<file path="src/rtl/mem_align_sequencer.sv">
// mem_align_sequencer
//   Sequences each load/store from the memory stage into one or two
//   word-aligned data-memory accesses. Accesses that straddle a word
//   boundary are split; load bytes from both words are merged and
//   returned right-aligned and zero-extended. The pipeline is held with
//   stall from the accept cycle until the last access completes.
//
// Ports
//   clk, rst_n                 clock (rising edge), async active-low reset
//   halt                       blocks acceptance of a new request in IDLE
//   req_valid/is_load/is_store request strobe and kind (both set = load)
//   req_size, req_addr         0 byte, 1 half, 2/3 word; byte address
//   req_wdata                  right-aligned store data
//   mem_addr/ren/wen           word-aligned access and its strobes
//   mem_wstrb, mem_wdata       byte-lane enables and lane-aligned data
//   mem_rdata, mem_ready       read data and completion of current access
//   stall                      hold the pipeline
//   resp_valid, resp_data      one-cycle completion pulse, load result
//   fault                      crossing request rejected (no split allowed)

module mem_align_sequencer #(
    parameter bit          ALLOW_MISALIGNED = 1'b1,
    parameter int unsigned ADDR_W           = 32
) (
    input  logic              clk,
    input  logic              rst_n,
    input  logic              halt,
    input  logic              req_valid,
    input  logic              req_is_load,
    input  logic              req_is_store,
    input  logic [1:0]        req_size,
    input  logic [ADDR_W-1:0] req_addr,
    input  logic [31:0]       req_wdata,
    output logic [ADDR_W-1:0] mem_addr,
    output logic              mem_ren,
    output logic              mem_wen,
    output logic [3:0]        mem_wstrb,
    output logic [31:0]       mem_wdata,
    input  logic [31:0]       mem_rdata,
    input  logic              mem_ready,
    output logic              stall,
    output logic              resp_valid,
    output logic [31:0]       resp_data,
    output logic              fault
);

    typedef enum logic [1:0] {StIdle, StAcc1, StAcc2, StResp} state_e;

    function automatic logic [3:0] size_strb(input logic [1:0] sz);
        case (sz)
            2'd0:    return 4'b0001;
            2'd1:    return 4'b0011;
            default: return 4'b1111;
        endcase
    endfunction

    function automatic logic [31:0] size_mask(input logic [1:0] sz);
        case (sz)
            2'd0:    return 32'h0000_00FF;
            2'd1:    return 32'h0000_FFFF;
            default: return 32'hFFFF_FFFF;
        endcase
    endfunction

    // True when off + nbytes > 4, i.e. the access spills into the next word.
    function automatic logic crosses(input logic [1:0] off, input logic [1:0] sz);
        logic [3:0] nb;
        case (sz)
            2'd0:    nb = 4'd1;
            2'd1:    nb = 4'd2;
            default: nb = 4'd4;
        endcase
        return ({2'b00, off} + nb) > 4'd4;
    endfunction

    state_e            state_q, state_d;
    logic [ADDR_W-1:0] addr_q, addr_d;
    logic [1:0]        size_q, size_d;
    logic              store_q, store_d;
    logic [31:0]       wdata_q, wdata_d;
    logic [31:0]       lo_q, lo_d;
    logic [31:0]       resp_data_q, resp_data_d;
    logic              fault_q, fault_d;

    logic              accept;
    logic [1:0]        cur_off;
    logic [4:0]        byte_shift;
    logic [ADDR_W-1:0] word_addr;
    logic [ADDR_W-1:0] next_word;
    logic [63:0]       lane_data;
    logic [7:0]        lane_strb;
    logic [63:0]       merged_lo;
    logic [63:0]       merged_both;

    assign accept     = req_valid & ~halt & (req_is_load | req_is_store);
    assign cur_off    = addr_q[1:0];
    assign byte_shift = {cur_off, 3'b000};
    assign word_addr  = {addr_q[ADDR_W-1:2], 2'b00};
    assign next_word  = word_addr + ADDR_W'(4);  // wraps at the top of the space

    // Store data and strobes laid across two consecutive words.
    assign lane_data  = {32'h0, wdata_q & size_mask(size_q)} << byte_shift;
    assign lane_strb  = {4'h0, size_strb(size_q)} << cur_off;

    // Load merge: hi word is zero for a non-crossing access.
    assign merged_lo   = {32'h0, mem_rdata} >> byte_shift;
    assign merged_both = {mem_rdata, lo_q} >> byte_shift;

    always_comb begin
        state_d     = state_q;
        addr_d      = addr_q;
        size_d      = size_q;
        store_d     = store_q;
        wdata_d     = wdata_q;
        lo_d        = lo_q;
        resp_data_d = resp_data_q;
        fault_d     = fault_q;

        mem_addr    = '0;
        mem_ren     = 1'b0;
        mem_wen     = 1'b0;
        mem_wstrb   = 4'h0;
        mem_wdata   = 32'h0;
        stall       = 1'b0;
        resp_valid  = 1'b0;
        fault       = 1'b0;

        unique case (state_q)
            StIdle: begin
                if (accept) begin
                    stall   = 1'b1;
                    addr_d  = req_addr;
                    size_d  = req_size;
                    store_d = ~req_is_load;
                    wdata_d = req_wdata;
                    fault_d = 1'b0;
                    if (!ALLOW_MISALIGNED && crosses(req_addr[1:0], req_size)) begin
                        fault_d     = 1'b1;
                        resp_data_d = 32'h0;
                        state_d     = StResp;
                    end else begin
                        state_d = StAcc1;
                    end
                end
            end
            StAcc1: begin
                stall    = 1'b1;
                mem_addr = word_addr;
                mem_ren  = ~store_q;
                mem_wen  = store_q;
                if (store_q) begin
                    mem_wstrb = lane_strb[3:0];
                    mem_wdata = lane_data[31:0];
                end
                if (mem_ready) begin
                    lo_d = mem_rdata;
                    if (crosses(cur_off, size_q)) begin
                        state_d = StAcc2;
                    end else begin
                        resp_data_d = store_q ? 32'h0 : merged_lo[31:0] & size_mask(size_q);
                        state_d     = StResp;
                    end
                end
            end
            StAcc2: begin
                stall    = 1'b1;
                mem_addr = next_word;
                mem_ren  = ~store_q;
                mem_wen  = store_q;
                if (store_q) begin
                    mem_wstrb = lane_strb[7:4];
                    mem_wdata = lane_data[63:32];
                end
                if (mem_ready) begin
                    resp_data_d = store_q ? 32'h0 : merged_both[31:0] & size_mask(size_q);
                    state_d     = StResp;
                end
            end
            StResp: begin
                resp_valid = 1'b1;
                fault      = fault_q;
                state_d    = StIdle;
            end
            default: state_d = StIdle;
        endcase
    end

    always_ff @(posedge clk or negedge rst_n) begin
        if (!rst_n) begin
            state_q     <= StIdle;
            addr_q      <= '0;
            size_q      <= 2'd0;
            store_q     <= 1'b0;
            wdata_q     <= 32'h0;
            lo_q        <= 32'h0;
            resp_data_q <= 32'h0;
            fault_q     <= 1'b0;
        end else begin
            state_q     <= state_d;
            addr_q      <= addr_d;
            size_q      <= size_d;
            store_q     <= store_d;
            wdata_q     <= wdata_d;
            lo_q        <= lo_d;
            resp_data_q <= resp_data_d;
            fault_q     <= fault_d;
        end
    end

    assign resp_data = resp_data_q;

endmodule

</file>
<file path="config.mk">
export PLATFORM = sky130hd
export DESIGN_NAME = mem_align_sequencer
export DESIGN_NICKNAME = d
export VERILOG_FILES = /design/src/rtl/mem_align_sequencer.sv
export SDC_FILE = /design/constraint.sdc
export NUM_CORES = 1
export LEC_CHECK = 0
export CAP_MARGIN = 20
export CELL_PAD_IN_SITES_DETAIL_PLACEMENT = 1
export CELL_PAD_IN_SITES_GLOBAL_PLACEMENT = 1
export CORE_MARGIN = 3
export CORE_UTILIZATION = 40
export CTS_BUF_LIST = sky130_fd_sc_hd__clkbuf_16
export CTS_CLUSTER_SIZE = 8
export DETAILED_ROUTE_END_ITERATION = 10
export MAX_ROUTING_LAYER = met4
export PLACE_DENSITY = 0.93
export SYNTH_ARGS = -nofsm -noshare
export SYNTH_HDL_FRONTEND = slang
export SYNTH_SLANG_ARGS = --single-unit
</file>
<file path="constraint.sdc">
create_clock -name clk -period 8.3 [get_ports clk]
set_input_delay 2.49 -clock clk [delete_from_list [all_inputs] [get_ports clk]]
set_output_delay 2.49 -clock clk [all_outputs]
set_load 0.005 [all_outputs]
</file>
==> metrics.md, run 1 <==
| Metric | Value |
|---|---|
| Maximum VDD drop | `0.209 mV` |
| Critical path, cell by cell | `clkdlybuf4s50_1 -> inv_1 -> or4_2 -> a21oi_1 -> clkdlybuf4s50_1` |
| Iteration-0 DRC Markers | `649` |
| Total GRT Usage | `27.9%` |
| Mean Syn Cell Area | `9.82 µm²` |
| Post_cts resized | `0` |
| Post-Syn Instances | `890` |
| Slowest CP cell | `or4_2` |
| Syn. warnings | `0` |
| Skew final | `8.99 ps` |
| Antenna viol nets, final | `0` |
| Max-slew violations | `0` |
| Max stage delay on crit path | `700 ps` |
| Crit path max fanout | `2` |
| Ys async rst share | `100%` |
| CTS buffer count | `17` |
| Setup violations, final | `0` |
| Row count | `53` |
| Core ar. | `0.0212 mm²` |
| Placed wire-length estimate | `22.0 mm` |
| Hold EP | `resp_data[5]$_DFFE_PN0P_` |
| Post-Synth XOR/XNOR Area | `0.501%` |
| Worst-skew pair later-pin latency | `430 ps` |
| Crit path arrival time | `4470 ps` |
| Clock transition at the registers of the reported paths | `60 ps` |
| Initial core utilization | `41.2%` |
| Worst-margin pin slew | `1040 ps` |
| Pwr dens | `400 mW/mm²` |
| Worst Hold Class | `flip-flop to flip-flop` |
| Setup bufs post-CTS | `0` |
| Worst r2r dst | `resp_data[16]$_DFFE_PN0P_` |
| Register bit total from synthesis | `133` |
| Syn Std Cell Area | `0.00874 mm²` |
| Total negative setup slack | `0 ps` |
| Commonest cells after routing, fill and taps aside | `clkdlybuf4s50_1 (205), mux2_2 (154), dfrtp_1 (132)` |
| Post-Synth Adder-Cell Area | `1.52%` |
| Antenna violations before repair | `0` |
| Max-cap viol count | `0` |
| Crit Path Class | `primary input to output port` |
| Final hold violation count | `0` |
| Multiplexer area fraction after synthesis | `23.5%` |
| Root Buffer | `clkbuf_16` |
| DR DRC count | `0` |
| Unrepaired setup endpoints after global routing | `no` |
| Min Tclk post-route | `6960 ps` |
| CTS H-Tree Depth | `4` |
| TritonCTS Sinks | `133` |
| Congestion Overflow GR | `0` |
| Leak | `0.00449 µW` |
| Nets | `1164` |
| Main synth FF type | `dfrtp_1` |
| Drt first pass iters | `5` |
| EDFF count, synth | `0` |
| CP Launch Point | `req_valid` |
| Hold slack final | `508 ps` |
| Die area | `0.0237 mm²` |
| Worst R2R Setup Slack | `5030 ps` |
| Final worst path period share | `83.9%` |
| Compound-gate portion of the synthesized area | `18.1%` |
| Fmax | `144 MHz` |
| Synth Area in Simple Gates | `13.5%` |
| Hold Path Stages | `1` |
| N_diodes | `0` |
| CTS Buffer Depth | `2` |
| CTS tree | `yes` |
| WP data required | `5810 ps` |
| Max_slew headroom | `30.4%` |
| Hold Crit Start | `resp_data[5]$_DFFE_PN0P_` |
| Status | `complete, no violations` |
| Die X | `154 µm` |
| Total Wirelength | `32.8 mm` |
| IO Pins | `210` |
| Cell mode on critical path | `clkdlybuf4s50_1` |
| CP startpoint kind | `primary input` |
| Placed cell count | `1304` |
| Design Area, Final | `0.0115 mm²` |
| Routed len/inst | `24.6 µm` |
| Ratio of cells with drive above 1 in the final layout | `20.0%` |
| Reg2Reg Depth | `4` |
| Placed inst area | `0.0109 mm²` |
| Main combinational cell family by area after synthesis | `multiplexers` |
| Sequential-to-total area share from yosys stat | `38.1%` |
| Die Y | `154 µm` |
| Origin of the critical flop-to-flop path | `size_q[1]$_DFFE_PN0P_` |
| Crit. End Element | `output port` |
| Final Wtd Congestion | `0.875` |
| Via density | `6.33` |
| Commonest non-fill, non-tap cell in the layout | `clkdlybuf4s50_1` |
| Vias in the first global route | `8952` |
| Cell variety after synth | `65` |
| Filler-free cell count of the finished design | `1335` |
| Port Buffers | `206` |
| Largest net degree at the start of global routing | `81` |
| Synth-to-Final Area Change | `31.6%` |
| Vias post-DR | `8444` |
| CTS Hold Bufs | `0` |
| First-pass GRT wire length | `51.0 mm` |
worst max-delay path: cells and delay by family:
family	cells	cell delay (ps)
buffers and inverters	3	1070
and+or+nand+nor	1	700
AOI/OAI and AO/OA	1	210
cells in the mapped netlist (6+ instances only):
library cell	number	area, µm²
a21oi_1	42	210
a221oi_1	8	70.1
a22oi_1	14	105
a31oi_1	20	125
and2_1	9	56.3
buf_1	14	52.6
buf_2	12	60.1
buf_4	6	45.0
clkbuf_1	46	173
dfrtp_1	133	3330
ha_1	9	113
inv_1	7	26.3
mux2_2	154	1730
mux2i_1	32	320
nand2_1	46	173
nand2b_1	12	75.1
nand3_1	17	85.1
nand4_1	9	56.3
nor2_1	48	180
nor2b_1	23	144
nor3_1	26	130
nor3b_1	9	67.6
nor4_1	6	37.5
o21ai_0	67	335
o221ai_1	17	149
o22ai_1	8	50.1
o311ai_0	10	87.6
o32ai_1	8	70.1
kinds of logic after synthesis:
logic type / Yosys count
AOI/OAI and AO/OA: 236
and+or+nand+nor: 226
muxes: 186
DFF: 133
buffers and inverters: 93
adders and majority gates: 10
xor gates and xnor gates: 5
other: 1
how the worst max path moves through the flow:
stage	slack (ps)	to	cells past startpoint
after floorplan	2130	stall	6
after CTS	1320	stall	5
after detailed placement	1330	stall	5
after global routing	1260	stall	5
final	1340	stall	5
after global placement	1320	stall	5
metal layers:
metal	routed length [µm]	global-route usage (%)	vias to the layer above
met5	0	-	-
met4	1190	10.5	0
met1	13300	34.5	4262
li1	-	-	3646
met3	2080	4.98	90
met2	16300	46.0	446
flip-flops by register name, indices dropped and copies added, names as in the netlist:
| signal | cells |
|---|---|
| store_q | 1 |
| state_q | 2 |
| wdata_q | 32 |
| size_q | 2 |
| resp_data | 32 |
| addr_q | 32 |
| lo_q | 32 |
area by class of cell:
type	instances	area (µm²)
Clock buffer	17	425
Clock inverter	13	183
Fill cell	2349	9720
Inverter	11	41.3
Multi-Input combinational cell	666	5010
Sequential cell	133	3330
Tap cell	275	344
Timing Repair Buffer	220	2170
per-stage QoR:
stage          power, µW  util (%)  setup slack [ps]
2_1_floorplan       2750         -              2130
3_3_place_gp        3590      51.3              1320
3_5_place_dp        3740      51.3              1330
4_1_cts             4580      54.2              1320
5_1_grt             4880      54.2              1260
6_report            4610      54.2              1340
power by group:
group	switching [µW]	internal [µW]	total [µW]
registers	406	970	1380
logic	1260	1160	2420
clock network	310	499	808
Note: power is estimated with default switching activity, not from simulation.
==> inputs of run 2 (changes only) <==
CORE_UTILIZATION = 35   (was 40)
PLACE_DENSITY = 0.87   (was 0.93)
clock period = 5.8 ns   (was 8.3 ns; I/O delays follow)
==> run 2 against run 1 <==
Compared with the run above:
- combinational power increased by 45%
- count of clock-buffer cells in the layout unchanged
- critical path depth unchanged
- critical endpoint unchanged
- non-clock buffer count increased by 6
- total power increased by 42%
- cell count increased by 4.3%
- via count decreased by 2.2%
- register-to-register slack got worse by 3000 ps
- clock skew increased by 1.3 ps
- largest cell class unchanged
- wire length decreased by 3.4%
==> metrics.md, run 2 (same netlist as run 1, synthesis figures left out) <==
| Metric | Value |
|---|---|
| Setup bufs post-CTS | `0 (unchanged)` |
| CTS Hold Bufs | `0 (unchanged)` |
| WP data required | `4060 ps (was 5810 ps)` |
| GRT busiest layer | `met2 (unchanged)` |
| Largest net degree at the start of global routing | `105 (was 81)` |
| CTS tree | `yes (unchanged)` |
| Clock transition at the registers of the reported paths | `60 ps (about the same)` |
| Drt first pass iters | `5 (unchanged)` |
| DR DRC count | `0 (unchanged)` |
| CTS buffer count | `17 (unchanged)` |
| Worst Hold Class | `flip-flop to flip-flop (unchanged)` |
| Maximum VDD drop | `0.245 mV (was 0.209 mV)` |
| Unrepaired setup endpoints after global routing | `no (unchanged)` |
| Iteration-0 DRC Markers | `635 (was 649)` |
| Max-cap viol count | `0 (unchanged)` |
| Final hold violation count | `0 (unchanged)` |
| Vias post-DR | `8258 (was 8444)` |
| Congestion Overflow GR | `0 (unchanged)` |
| Worst-margin pin slew | `1050 ps (was 1040 ps)` |
| Worst r2r dst | `resp_data[8]$_DFFE_PN0P_ (was resp_data[16]$_DFFE_PN0P_)` |
| Worst R2R Setup Slack | `2050 ps (was 5030 ps)` |
| TritonCTS Sinks | `133 (unchanged)` |
| Core ar. | `0.0245 mm² (was 0.0212 mm²)` |
| Crit Path Class | `primary input to output port (unchanged)` |
| Root Buffer | `clkbuf_16 (unchanged)` |
| Post_cts resized | `0 (unchanged)` |
| Ratio of cells with drive above 1 in the final layout | `20.9% (was 20.0%)` |
| Fmax | `184 MHz` |
| Filler cells | `2688 (was 2349)` |
| Pwr dens | `563 mW/mm² (was 400 mW/mm²)` |
| Vias in the first global route | `8685 (was 8952)` |
| Setup violations, final | `0 (unchanged)` |
| Synth-to-Final Area Change | `33.4% (was 31.6%)` |
| First-pass GRT wire length | `48.9 mm (was 51.0 mm)` |
| Via density | `5.93 (was 6.33)` |
| Antenna viol nets, final | `0 (unchanged)` |
| Total negative setup slack | `0 ps (unchanged)` |
| Min Tclk post-route | `5430 ps` |
| CTS Buffer Depth | `2 (unchanged)` |
| Placed wire-length estimate | `21.4 mm (was 22.0 mm)` |
| Max-slew violations | `0 (unchanged)` |
| Row count | `57 (was 53)` |
| Die X | `164 µm (was 154 µm)` |
| Total GRT Usage | `23.9% (was 27.9%)` |
| Commonest cells after routing, fill and taps aside | `clkdlybuf4s50_1 (205), mux2_2 (154), dfrtp_1 (132) (unchanged)` |
| Die area | `0.0269 mm² (was 0.0237 mm²)` |
| Hold slack final | `505 ps (was 508 ps)` |
| Nets | `1170 (was 1164)` |
| Final Wtd Congestion | `0.871 (was 0.875)` |
| Crit. End Element | `output port (unchanged)` |
| GR met3 Demand/Resource | `4.87% (was 4.98%)` |
| Routed len/inst | `22.7 µm (was 24.6 µm)` |
| Hold EP | `wdata_q[8]$_DFFE_PN0P_ (was resp_data[5]$_DFFE_PN0P_)` |
| Reg2Reg Depth | `7 (was 4)` |
| Leak | `0.00454 µW (was 0.00449 µW)` |
| Origin of the critical flop-to-flop path | `addr_q[0]$_DFFE_PN0P_ (was size_q[1]$_DFFE_PN0P_)` |
| Placed inst area | `0.0110 mm² (was 0.0109 mm²)` |
| Port Buffers | `206 (unchanged)` |
| Status | `complete, no violations (unchanged)` |
| CTS H-Tree Depth | `4 (unchanged)` |
| Initial core utilization | `35.7% (was 41.2%)` |
| Worst-skew pair later-pin latency | `430 ps (about the same)` |
| Design Area, Final | `0.0117 mm² (was 0.0115 mm²)` |
| GR Layer Usage met2 | `39.2% (was 46.0%)` |
| IO Pins | `210 (unchanged)` |
| Met1 Use GR | `30.4% (was 34.5%)` |
| Skew final | `10.3 ps (was 8.99 ps)` |
| Total Wirelength | `31.7 mm (was 32.8 mm)` |
| Die Y | `164 µm (was 154 µm)` |
| Max_slew headroom | `29.5% (was 30.4%)` |
| Antenna violations before repair | `1 (was 0)` |
| Hold Crit Start | `wdata_q[8]$_DFFE_PN0P_ (was resp_data[5]$_DFFE_PN0P_)` |
| Post-layout util | `47.6% (was 54.2%)` |
| Commonest non-fill, non-tap cell in the layout | `clkdlybuf4s50_1 (unchanged)` |
| Final worst path period share | `93.6%` |
| CP startpoint kind | `primary input (unchanged)` |
| Crit path arrival time | `3690 ps (was 4470 ps)` |
| Hold Path Stages | `1 (unchanged)` |
| Crit path max fanout | `2 (unchanged)` |
==> run 2: layout make-up <==
| cell class | instances | area [µm²] | share of cell area (%) |
|---|---|---|---|
| antenna | 1 | 2.50 | 0.0215 |
| clock buffer | 17 | 425 | 3.65 |
| clock inverter | 15 | 176 | 1.51 |
| inverter | 11 | 41.3 | 0.354 |
| multi-input combinational | 666 | 5020 | 43.1 |
| sequential | 133 | 3330 | 28.6 |
| tap | 324 | 405 | 3.48 |
| timing repair buffer | 226 | 2250 | 19.3 |
==> run 2: per-stage QoR <==
step / power (µW) / cells / worst slack, ps
floorplan: 3940 / 892 / 1130
global placement: 5200 / 1358 / 372
detailed placement: 5350 / 1359 / 371
CTS: 6560 / 1391 / 367
global route: 6980 / 1393 / 328
finish: 6560 / 1393 / 369
==> run 2: per-layer routing <==
metal,routed length (µm),part of all wire [%]
met5,0,0
met1,13500,43
met4,696,2.2
met2,15400,49
met3,2080,6.6
==> run 2: how the worst max path moves through the flow <==
stage | start | end | slack [ps] | cells after the start
finish | req_valid | stall | 370 | 5
global placement | req_valid | stall | 370 | 5
CTS | req_valid | stall | 370 | 5
global route | req_valid | stall | 330 | 5
floorplan | req_valid | stall | 1130 | 6
detailed placement | req_valid | stall | 370 | 5
==> run 2: report_power, final <==
part / internal (µW) / switching, µW / leakage [µW] / total (µW)
combinational: 1690 / 1810 / 0.00262 / 3500
sequential: 1390 / 529 / 0.00163 / 1920
clock: 678 / 461 / 0.000290 / 1140
==> run 2: worst max-delay path, stage by stage <==
cell and delay, ps:
clkdlybuf4s50_1 450, inv_1 40, or4_2 720, a21oi_1 190, clkdlybuf4s50_1 540
